--- src/rtl/genius_seq_player.sv ---
// Genius sequence presenter: plays ROM entries 0..limit on the LEDs,
// each lit for ON_CYCLES and followed by an OFF_CYCLES blank gap.
module genius_seq_player #(
    parameter int ON_CYCLES  = 1000,
    parameter int OFF_CYCLES = 500
) (
    input  logic       clock,
    input  logic       reset,
    input  logic       start,
    input  logic       stop,
    input  logic [3:0] limit,
    input  logic [3:0] rom_data,
    output logic [3:0] rom_addr,
    output logic [3:0] leds,
    output logic       busy,
    output logic       done,
    output logic [2:0] db_state
);

    // state  | meaning
    // IDLE   | waiting for start
    // FETCH  | one cycle covering the ROM read latency
    // SHOW   | entry lit for ON_CYCLES
    // GAP    | LEDs blank for OFF_CYCLES
    // DONE   | single-cycle completion pulse
    typedef enum logic [2:0] {
        S_IDLE  = 3'd0,
        S_FETCH = 3'd1,
        S_SHOW  = 3'd2,
        S_GAP   = 3'd3,
        S_DONE  = 3'd4
    } state_t;

    localparam int MAX_CYCLES = (ON_CYCLES > OFF_CYCLES) ? ON_CYCLES : OFF_CYCLES;
    localparam int CW         = (MAX_CYCLES > 1) ? $clog2(MAX_CYCLES) : 1;
    localparam logic [CW-1:0] ON_LAST  = CW'(ON_CYCLES - 1);
    localparam logic [CW-1:0] OFF_LAST = CW'(OFF_CYCLES - 1);

    state_t        state_q, state_d;
    logic [3:0]    idx_q, idx_d;
    logic [3:0]    lim_q, lim_d;
    logic [CW-1:0] cnt_q, cnt_d;

    always_ff @(posedge clock or posedge reset) begin
        if (reset) begin
            state_q <= S_IDLE;
            idx_q   <= '0;
            lim_q   <= '0;
            cnt_q   <= '0;
        end else begin
            state_q <= state_d;
            idx_q   <= idx_d;
            lim_q   <= lim_d;
            cnt_q   <= cnt_d;
        end
    end

    always_comb begin
        state_d = state_q;
        idx_d   = idx_q;
        lim_d   = lim_q;
        cnt_d   = cnt_q;
        if (stop && state_q != S_IDLE) begin
            state_d = S_IDLE;
            idx_d   = '0;
            cnt_d   = '0;
        end else begin
            unique case (state_q)
                S_IDLE: begin
                    if (start && !stop) begin
                        state_d = S_FETCH;
                        idx_d   = '0;
                        lim_d   = limit;
                    end
                end
                S_FETCH: begin
                    cnt_d   = '0;
                    state_d = S_SHOW;
                end
                S_SHOW: begin
                    if (cnt_q == ON_LAST) begin
                        cnt_d   = '0;
                        state_d = S_GAP;
                    end else begin
                        cnt_d = cnt_q + 1'b1;
                    end
                end
                S_GAP: begin
                    if (cnt_q == OFF_LAST) begin
                        cnt_d = '0;
                        // index holds at the last entry; it never wraps
                        if (idx_q == lim_q) begin
                            state_d = S_DONE;
                        end else begin
                            idx_d   = idx_q + 1'b1;
                            state_d = S_FETCH;
                        end
                    end else begin
                        cnt_d = cnt_q + 1'b1;
                    end
                end
                S_DONE:  state_d = S_IDLE;
                default: state_d = S_IDLE;
            endcase
        end
    end

    always_comb begin
        rom_addr = idx_q;
        db_state = state_q;
        leds     = (state_q == S_SHOW) ? rom_data : 4'd0;
        busy     = (state_q == S_FETCH) || (state_q == S_SHOW) || (state_q == S_GAP);
        done     = (state_q == S_DONE);
    end

endmodule

--- config.mk ---
export PLATFORM = sky130hd
export DESIGN_NAME = genius_seq_player
export DESIGN_NICKNAME = d
export VERILOG_FILES = /design/src/rtl/genius_seq_player.sv
export SDC_FILE = /design/constraint.sdc
export NUM_CORES = 1
export LEC_CHECK = 0
export ABC_AREA = 1
export CORE_MARGIN = 1
export CORE_UTILIZATION = 30
export DETAILED_ROUTE_END_ITERATION = 8
export PLACE_DENSITY = 0.54
export SYNTH_ARGS = -nofsm -noshare
export SYNTH_HDL_FRONTEND = slang
export SYNTH_SLANG_ARGS = --single-unit
--- constraint.sdc ---
create_clock -name clock -period 1.7 [get_ports clock]
set_input_delay 0.34 -clock clock [delete_from_list [all_inputs] [get_ports clock]]
set_output_delay 0.34 -clock clock [all_outputs]
set_load 0.005 [all_outputs]
==> out/metrics.cfg, run 1 <==
[sta]
hold_viol=0
hold_ws_ns=0.405
rsz0062_at_grt=true
final-setup-viol-count=0
clock_skew_ns=0.00397
min_period_ns=1.63
tns_ns=0
period_share_pct=95.7
maxSlewHeadroom_pct=81.2
fmax_mhz=615
max_slew.worst_pin.slew_ns=0.282
maxSlewViolCount=0

[worst_setup_path]
crit_buf_inv=1
cp-end-kind=output port
cp.required_ns=1.36
crit_fanout=7
crit_chain=clkdlybuf4s50_1
critPathLaunchType=flop
crit_arrival_ns=1.29
worstSetupPathType=reg2out
slowest_delay_ns=0.55
crit_path_top_delay_cell=clkdlybuf4s50_1
ff2ff_setup_slack_ns=0.09
cp_top_family=buffers and inverters

[global_routing]
grt_overflow_total=0
track_usage_pct=14.7
grt_pass1_wl_um=5200
grt_max_degree=22
grt_pass1_vias=1179
antenna_found_initial=0

[synth]
async_flop_share_pct=100
syn_inst=192
ys_types=25
synth_top_area_share_pct=39.1
synth_area_leaders=dfrtp_1 (39%), nand2_1 (14%), nor2_1 (9.5%)
synthesis.area_um2=1340
synth_edf_count=0
synthFlopType=dfrtp_1
yosysWarnings=0
synthTopCellsByCount=nand2_1 (50), nor2_1 (34), inv_1 (31)
synth_top_area_cell=dfrtp_1
syn_nets=206
synth.most_common_cell=nand2_1
post_synth.cell_area_avg_um2=6.99
ys_ff_latch=21
ys_seq_area_share_pct=39.1

[finish]
diodes=0
utilization_pct=43.8
multi_input_area_um2=729
regArea_um2=526
fill_cells=448
post-route-cell-area_um2=1820
area_delta_synth_final_pct=35.3
fin_nets=247
drive_gt1_share_pct=20.3

[drt]
wirelength_um=3030
drt_iter0_drc=38
antenna_left=0
via_per_inst=4.41
route.detailed.drc=0
wl_per_cell_um=10.8
drt_pass1_iterations=4
vias=1245

[clocking]
cts_buffer_depth=2
cts_num_sinks=21
htreeDepth=1
cts_buffers=3
clock_latency_ns=0.26
cts_tree=yes
clk_pin_slew_ns=0.08
cts-root-buf=clkbuf_8

[floorplanning]
die_x_um=68.9
core_area_um2=4140
die_y_um=68.9
initial_core_util_pct=32.4
design.portCount=25
design.die.area_um2=4750
rows=23

[job]
cap_violations=0

[placed_design]
gp_congestion=0.776
placed_area_um2=1680
port_buffers=24
dp_hpwl_um=2200

[pwr]
ir_drop_v=0.000447
p_per_area_nw_per_um2=1260
leakagePower_nw=0.892

[hold_path]
hp-class=in2async

[status]
status=finished, final reports clean

-- worst register-to-register path: stages, from the launching register on --
cell	delay [ns]
dfrtp_1	0.38
buf_4	0.14
buf_6	0.12
nor2_4	0.13
buf_4	0.12
nand2_2	0.09
nand2_4	0.11
nand2_4	0.11
nand2_2	0.10
xor2_1	0.16
nor2_1	0.05
-- flip-flops by register name (all words and copies together) (netlist names) --
signal    cells
cnt_q        10
db_state      3
lim_q         4
rom_addr      4
-- cells in the final DEF (no fill, tap or decap), types with 2 or more instances in the layout --
master,Yosys,routed
nand2_1,50,47
nor2_1,34,33
inv_1,31,30
dfrtp_1,21,21
clkdlybuf4s50_1,0,17
nand3_1,13,12
buf_4,0,12
nand2_2,5,6
xor2_1,5,5
a21oi_1,6,5
nand2_4,2,4
nor3_1,4,4
clkbuf_2,0,4
inv_2,2,3
o21ai_2,3,3
clkbuf_8,0,3
nand3_2,2,2
nor2_4,1,2
ha_1,2,2
clkdlybuf4s15_1,0,2
-- cell families after synthesis --
logic type / Yosys count / share of synthesized area (%)
DFF: 21 / 39.1
xor gates and xnor gates: 6 / 3.91
buffers and inverters: 35 / 10.1
adders and majority gates: 2 / 1.86
AOI/OAI and AO/OA: 13 / 6.43
and+or+nand+nor: 115 / 38.6
-- layout make-up --
class	count	share of cell area [%]
clock buffers	4	2.48
inverters	34	7.16
multi-input cells	136	40.2
flip-flops and latches	21	28.9
well taps	50	3.44
repair buffers	37	17.8
-- metal layers --
layer,GRT usage [%],vias to the layer above,wire length (um)
li1,-,668,-
met1,20.8,547,1560
met2,22.9,28,1320
met3,1.48,2,131
met4,5.36,0,27
met5,0,-,0
-- what timing repair did --
item / in CTS / in global routing
hold buffers: 0 / 0
buffers inserted: 7 / 2
pin swaps: 2 / 3
resized for setup: 10 / 20
endpoints found under the setup margin: 6 / 16
-- path summary, 6_finish.rpt --
path,from,end,cells past startpoint
max reg2reg,db_state[0]$_DFFE_PP0P_,cnt_q[5]$_DFFE_PP0P_,10
min in group clock,cnt_q[0]$_DFFE_PP0P_,cnt_q[0]$_DFFE_PP0P_,1
max,rom_addr[0]$_DFFE_PP0P_,rom_addr[0],1
min reg2reg,cnt_q[0]$_DFFE_PP0P_,cnt_q[0]$_DFFE_PP0P_,1
min,reset,cnt_q[1]$_DFFE_PP0P_,3
max in group asynchronous,reset,db_state[0]$_DFFE_PP0P_,3
-- power by group --
group          switching (mW)  leakage, nW  internal (mW)
clock network           0.167       0.0228          0.167
logic                   0.729        0.593          0.554
registers              0.0769        0.276          0.599
-- through the flow --
step / total power [mW] / setup slack, ns / cells
floorplan: 1.37 / 0.406 / 192
global route: 2.52 / -0.0227 / 282
global placement: 1.77 / -0.0528 / 270
CTS: 2.23 / 0.0172 / 281
finish: 2.29 / 0.0730 / 282
detailed placement: 1.77 / -0.0846 / 270
Note: power is estimated with default switching activity, not from simulation.
==> run 2, diff against run 1 <==
PLACE_DENSITY = default   (was 0.54)
PLACE_DENSITY_LB_ADDON = 0.05   (was default)
clock period = 1.6 ns   (was 1.7 ns; I/O delays follow)
==> run 2 against run 1 <==
Non-clock buffer count is 1 higher. Critical path depth grew 4. First-iteration DRC count increased by 68%. Total power up 17%. The run now ends with setup timing left. Highest routed layer unchanged. Routed wire length grew 11%. Critical endpoint is now leds[0].
==> out/metrics.cfg, run 2 (synthesis results as in run 1) <==
[placed_design]
dp_hpwl_um=2420
gp_congestion=0.861
dp_worst_setup_slack_ns=-0.146
port_buffers=24

[finish]
diodes=0
fin_nets=249
area_delta_synth_final_pct=44.2
drive_gt1_share_pct=29.9
layout_common_cells=nand2_1 (44), nor2_1 (29), inv_1 (26), dfrtp_1 (17), clkdlybuf4s50_1 (15)
top_register=cnt_q
utilization_pct=46.7
largest_reg_flops=10
layout_commonest_cell=nand2_1

[clocking]
clock_latency_ns=0.26
cts-root-buf=clkbuf_8
cts_hold_buf=0
cts_buffers=3
htreeDepth=1
clk_pin_slew_ns=0.08
cts_num_sinks=21
cts_buffer_depth=2
cts_tree=yes

[sta]
rsz0062_at_grt=true
setup_ws_ns=-0.0123
maxSlewViolCount=0
max_slew.worst_pin.slew_ns=0.393
fmax_mhz=620
clock_skew_ns=0.00667
maxSlewHeadroom_pct=73.7
min_period_ns=1.61
period_share_pct=101
final-setup-viol-count=3
hold_viol=0

[global_routing]
antenna_found_initial=0
track_usage_pct=15.4
grt_pass1_wl_um=5380
grt_overflow_total=0
grt_pass1_vias=1194
grt_max_degree=22

[worst_setup_path]
ff2ff_setup_slack_ns=0.07
crit_arrival_ns=1.29
critPathLaunchType=flop
crit_path_top_delay_cell=dfrtp_1
cp-end-kind=output port
worstSetupPathType=reg2out
crit_fanout=3
crit_chain=nor3_4, inv_2, buf_4, nor2_1, buf_2
slowest_delay_ns=0.44
cp.required_ns=1.28

[floorplanning]
design.die.area_um2=4750
die_x_um=68.9
design.portCount=25
core_area_um2=4140
die_y_um=68.9
initial_core_util_pct=32.4
rows=23

[hold_path]
hp-class=in2async

[drt]
antenna_left=0
drt_pass1_iterations=4
via_per_inst=4.54
vias=1289
route.detailed.drc=0
drt_iter0_drc=64
wl_per_cell_um=11.8
wirelength_um=3360

[pwr]
leakagePower_nw=0.908
p_per_area_nw_per_um2=1390
ir_drop_v=0.000478

[job]
cap_violations=0

[status]
violations=setup timing
status=finished, violations left

-- run 2: timing repair --
item                       4_1_cts  5_1_grt
gates cloned                     0        1
pin swaps                        1        7
gates resized for setup         30       40
buffers inserted                 3        4
setup endpoints to repair       10       22
-- run 2: path summary, 6_finish.rpt --
path | from | to | cells after the start
max | db_state[2]$_DFFE_PP0P_ | leds[0] | 5
min in group clock | cnt_q[0]$_DFFE_PP0P_ | cnt_q[0]$_DFFE_PP0P_ | 1
min reg2reg | cnt_q[0]$_DFFE_PP0P_ | cnt_q[0]$_DFFE_PP0P_ | 1
min | reset | lim_q[3]$_DFFE_PP0P_ | 3
max reg2reg | db_state[0]$_DFFE_PP0P_ | rom_addr[2]$_DFFE_PP0P_ | 9
max in group asynchronous | reset | rom_addr[3]$_DFFE_PP0P_ | 3
-- run 2: layer usage --
metal	global-route usage, %	up-vias	wire [um]
met2	24.9	25	1540
met3	1.97	4	114
met5	0	-	0
met1	21.3	586	1680
met4	4.85	0	29
li1	-	674	-
-- run 2: area by class of cell --
cell class / count / area, um^2
well taps: 50 / 62.6
clock buffers: 4 / 45.0
inverters: 34 / 139
repair buffers: 38 / 333
flip-flops and latches: 21 / 531
fillers: 433 / 2210
multi-input cells: 137 / 826
-- run 2: critical path: cells and delay by family, from the launching register on --
kind / cells / cell delay [ns]
buffers and inverters: 3 / 0.31
and+or+nand+nor: 2 / 0.29
DFF: 1 / 0.44
-- run 2: where the power goes --
part,switching [mW],total [mW],internal (mW)
sequential,0.0899,0.730,0.640
combinational,0.930,1.60,0.668
clock,0.184,0.362,0.178
-- run 2: per-stage QoR --
step	cell area, um^2	TNS [ns]	instances	hold slack [ns]	total power [mW]
final	1940	-0.0196	284	0.377	2.69
after global routing	1940	-0.533	284	0.417	2.94
after CTS	1760	-0.0306	279	0.396	2.36
after detailed placement	1690	-0.569	272	0.508	1.93
after global placement	1690	-0.687	272	0.508	1.91
after floorplan	1340	0	192	0.297	1.46
==> run 3, diff against run 2 <==
GPL_TIMING_DRIVEN = 0   (was default)
TNS_END_PERCENT = 10   (was default)
==> run 3 against run 2 <==
Sequential power barely moved. Register-to-register slack improved by 0.05 ns. Fmax grew 0.93%. Non-clock buffer count shrank 9. Die area unchanged. Critical endpoint is now leds[2]. Combinational power down 28%. Largest cell class unchanged. Critical path depth decreased by 1. The run now ends clean. First-iteration DRC count increased by 41%. Total power is 17% lower.
==> out/metrics.cfg, run 3 (synthesis results as in run 1) <==
[status]
status=finished, final reports clean

[clocking]
cts_buffers=3
cts_buffer_depth=2
htreeDepth=1
cts_num_sinks=21
cts_hold_buf=0
clk_pin_slew_ns=0.08
cts-root-buf=clkbuf_8
clock_latency_ns=0.26
cts_tree=yes

[finish]
layout_commonest_cell=nand2_1
drive_gt1_share_pct=20.1
layout_common_cells=nand2_1 (50), nor2_1 (31), inv_1 (29), dfrtp_1 (15), clkdlybuf4s50_1 (15)
fill_cells=435
diodes=0
largest_reg_flops=10
fin_nets=239
top_register=cnt_q
area_delta_synth_final_pct=30.0
final_cells=274

[global_routing]
antenna_found_initial=0
grt_pass1_vias=1179
grt_pass1_wl_um=5140
grt_max_degree=22
track_usage_pct=14.7
grt_overflow_total=0

[sta]
maxSlewViolCount=0
final-setup-viol-count=0
hold_ws_ns=0.523
max_slew.worst_pin.slew_ns=0.854
rsz0062_at_grt=true
hold_viol=0
period_share_pct=99.8
maxSlewHeadroom_pct=43.0
fmax_mhz=626
clock_skew_ns=0.00228
min_period_ns=1.60

[placed_design]
dp_hpwl_um=2320
port_buffers=24
gp_congestion=0.864
dp_cells=266

[pwr]
p_per_area_nw_per_um2=1280
leakagePower_nw=0.839
p_total_mw=2.24
ir_drop_v=0.000455

[floorplanning]
die_x_um=68.9
core_area_um2=4140
initial_core_util_pct=32.4
rows=23
die_y_um=68.9
design.portCount=25
design.die.area_um2=4750

[hold_path]
hp-class=in2async

[worst_setup_path]
critPathLaunchType=flop
ff2ff_setup_slack_ns=0.12
cp_top_family=flip-flops
r2r-end=db_state[1]$_DFFE_PP0P_
reg2reg_depth=8
cp-end-kind=output port
slowest_delay_ns=0.43
crit_fanout=4
worstSetupPathType=reg2out
cp.required_ns=1.28
crit_arrival_ns=1.28
crit_chain=nor3_4, inv_2, nor2_2, clkdlybuf4s15_2
crit_path_top_delay_cell=dfrtp_2
rr_startpoint=cnt_q[0]$_DFFE_PP0P_
crit_buf_inv=2

[drt]
antenna_left=0
via_per_inst=4.48
drt_pass1_iterations=4
drt_iter0_drc=90
wl_per_cell_um=11.2
wirelength_um=3070
vias=1227
route.detailed.drc=0

[job]
cap_violations=0

run 3: changes by cell type in the layout (fill, tap and decap cells not counted), sizes merged:
cell	change
inv	+1
clkbuf	+2
clkdlybuf4s15	+1
clkinvlp	-1
nand2	-1
dlygate4sd2	+1
buf	-13
run 3: layer usage:
metal / vias up / share of wire, % / global-route usage, %
li1: 651 / - / -
met1: 551 / 51 / 19.2
met2: 23 / 45 / 24.4
met3: 2 / 3.5 / 2.47
met4: 0 / 0.65 / 4.59
met5: - / 0 / 0
run 3: how the worst max path moves through the flow:
stage,endpoint,cells after the start,from,slack [ns]
final,leds[2],4,db_state[0]$_DFFE_PP0P_,0.003
after global routing,leds[2],4,db_state[0]$_DFFE_PP0P_,-0.08
after CTS,leds[2],5,db_state[1]$_DFFE_PP0P_,-0.004
after detailed placement,leds[2],4,db_state[2]$_DFFE_PP0P_,-0.28
after global placement,leds[0],4,db_state[2]$_DFFE_PP0P_,-0.24
after floorplan,rom_addr[0]$_DFFE_PP0P_,10,cnt_q[0]$_DFFE_PP0P_,0.32
run 3: final cells by class:
class	count	area, um^2	area share, %
flip-flops and latches	21	533	30.5
multi-input cells	136	703	40.3
plain buffers	1	5.00	0.287
clock buffers	4	45.0	2.58
well taps	50	62.6	3.58
repair buffers	28	267	15.3
inverters	34	130	7.46
run 3: repair_timing:
action,CTS,global route
setup endpoints to repair,10,20
setup buffers,4,0
resized for setup,19,15
hold endpoints to repair,0,0
pin swaps,1,2
run 3: report_power, final:
group | switching, mW | internal, mW | leakage (nW)
Combinational | 0.697 | 0.451 | 0.550
Sequential | 0.0909 | 0.642 | 0.266
Clock | 0.182 | 0.178 | 0.0228
run 3: through the flow:
stage | area [um^2] | TNS (ns) | setup slack (ns) | utilization, %
6_report | 1750 | 0 | 0.00263 | 42.1
5_1_grt | 1750 | -0.164 | -0.0780 | 42.1
4_1_cts | 1750 | -0.00422 | -0.00367 | 42.1
3_5_place_dp | 1650 | -1.14 | -0.279 | 39.7
3_3_place_gp | 1650 | -1.16 | -0.242 | 39.7
2_1_floorplan | 1340 | 0 | 0.318 | -
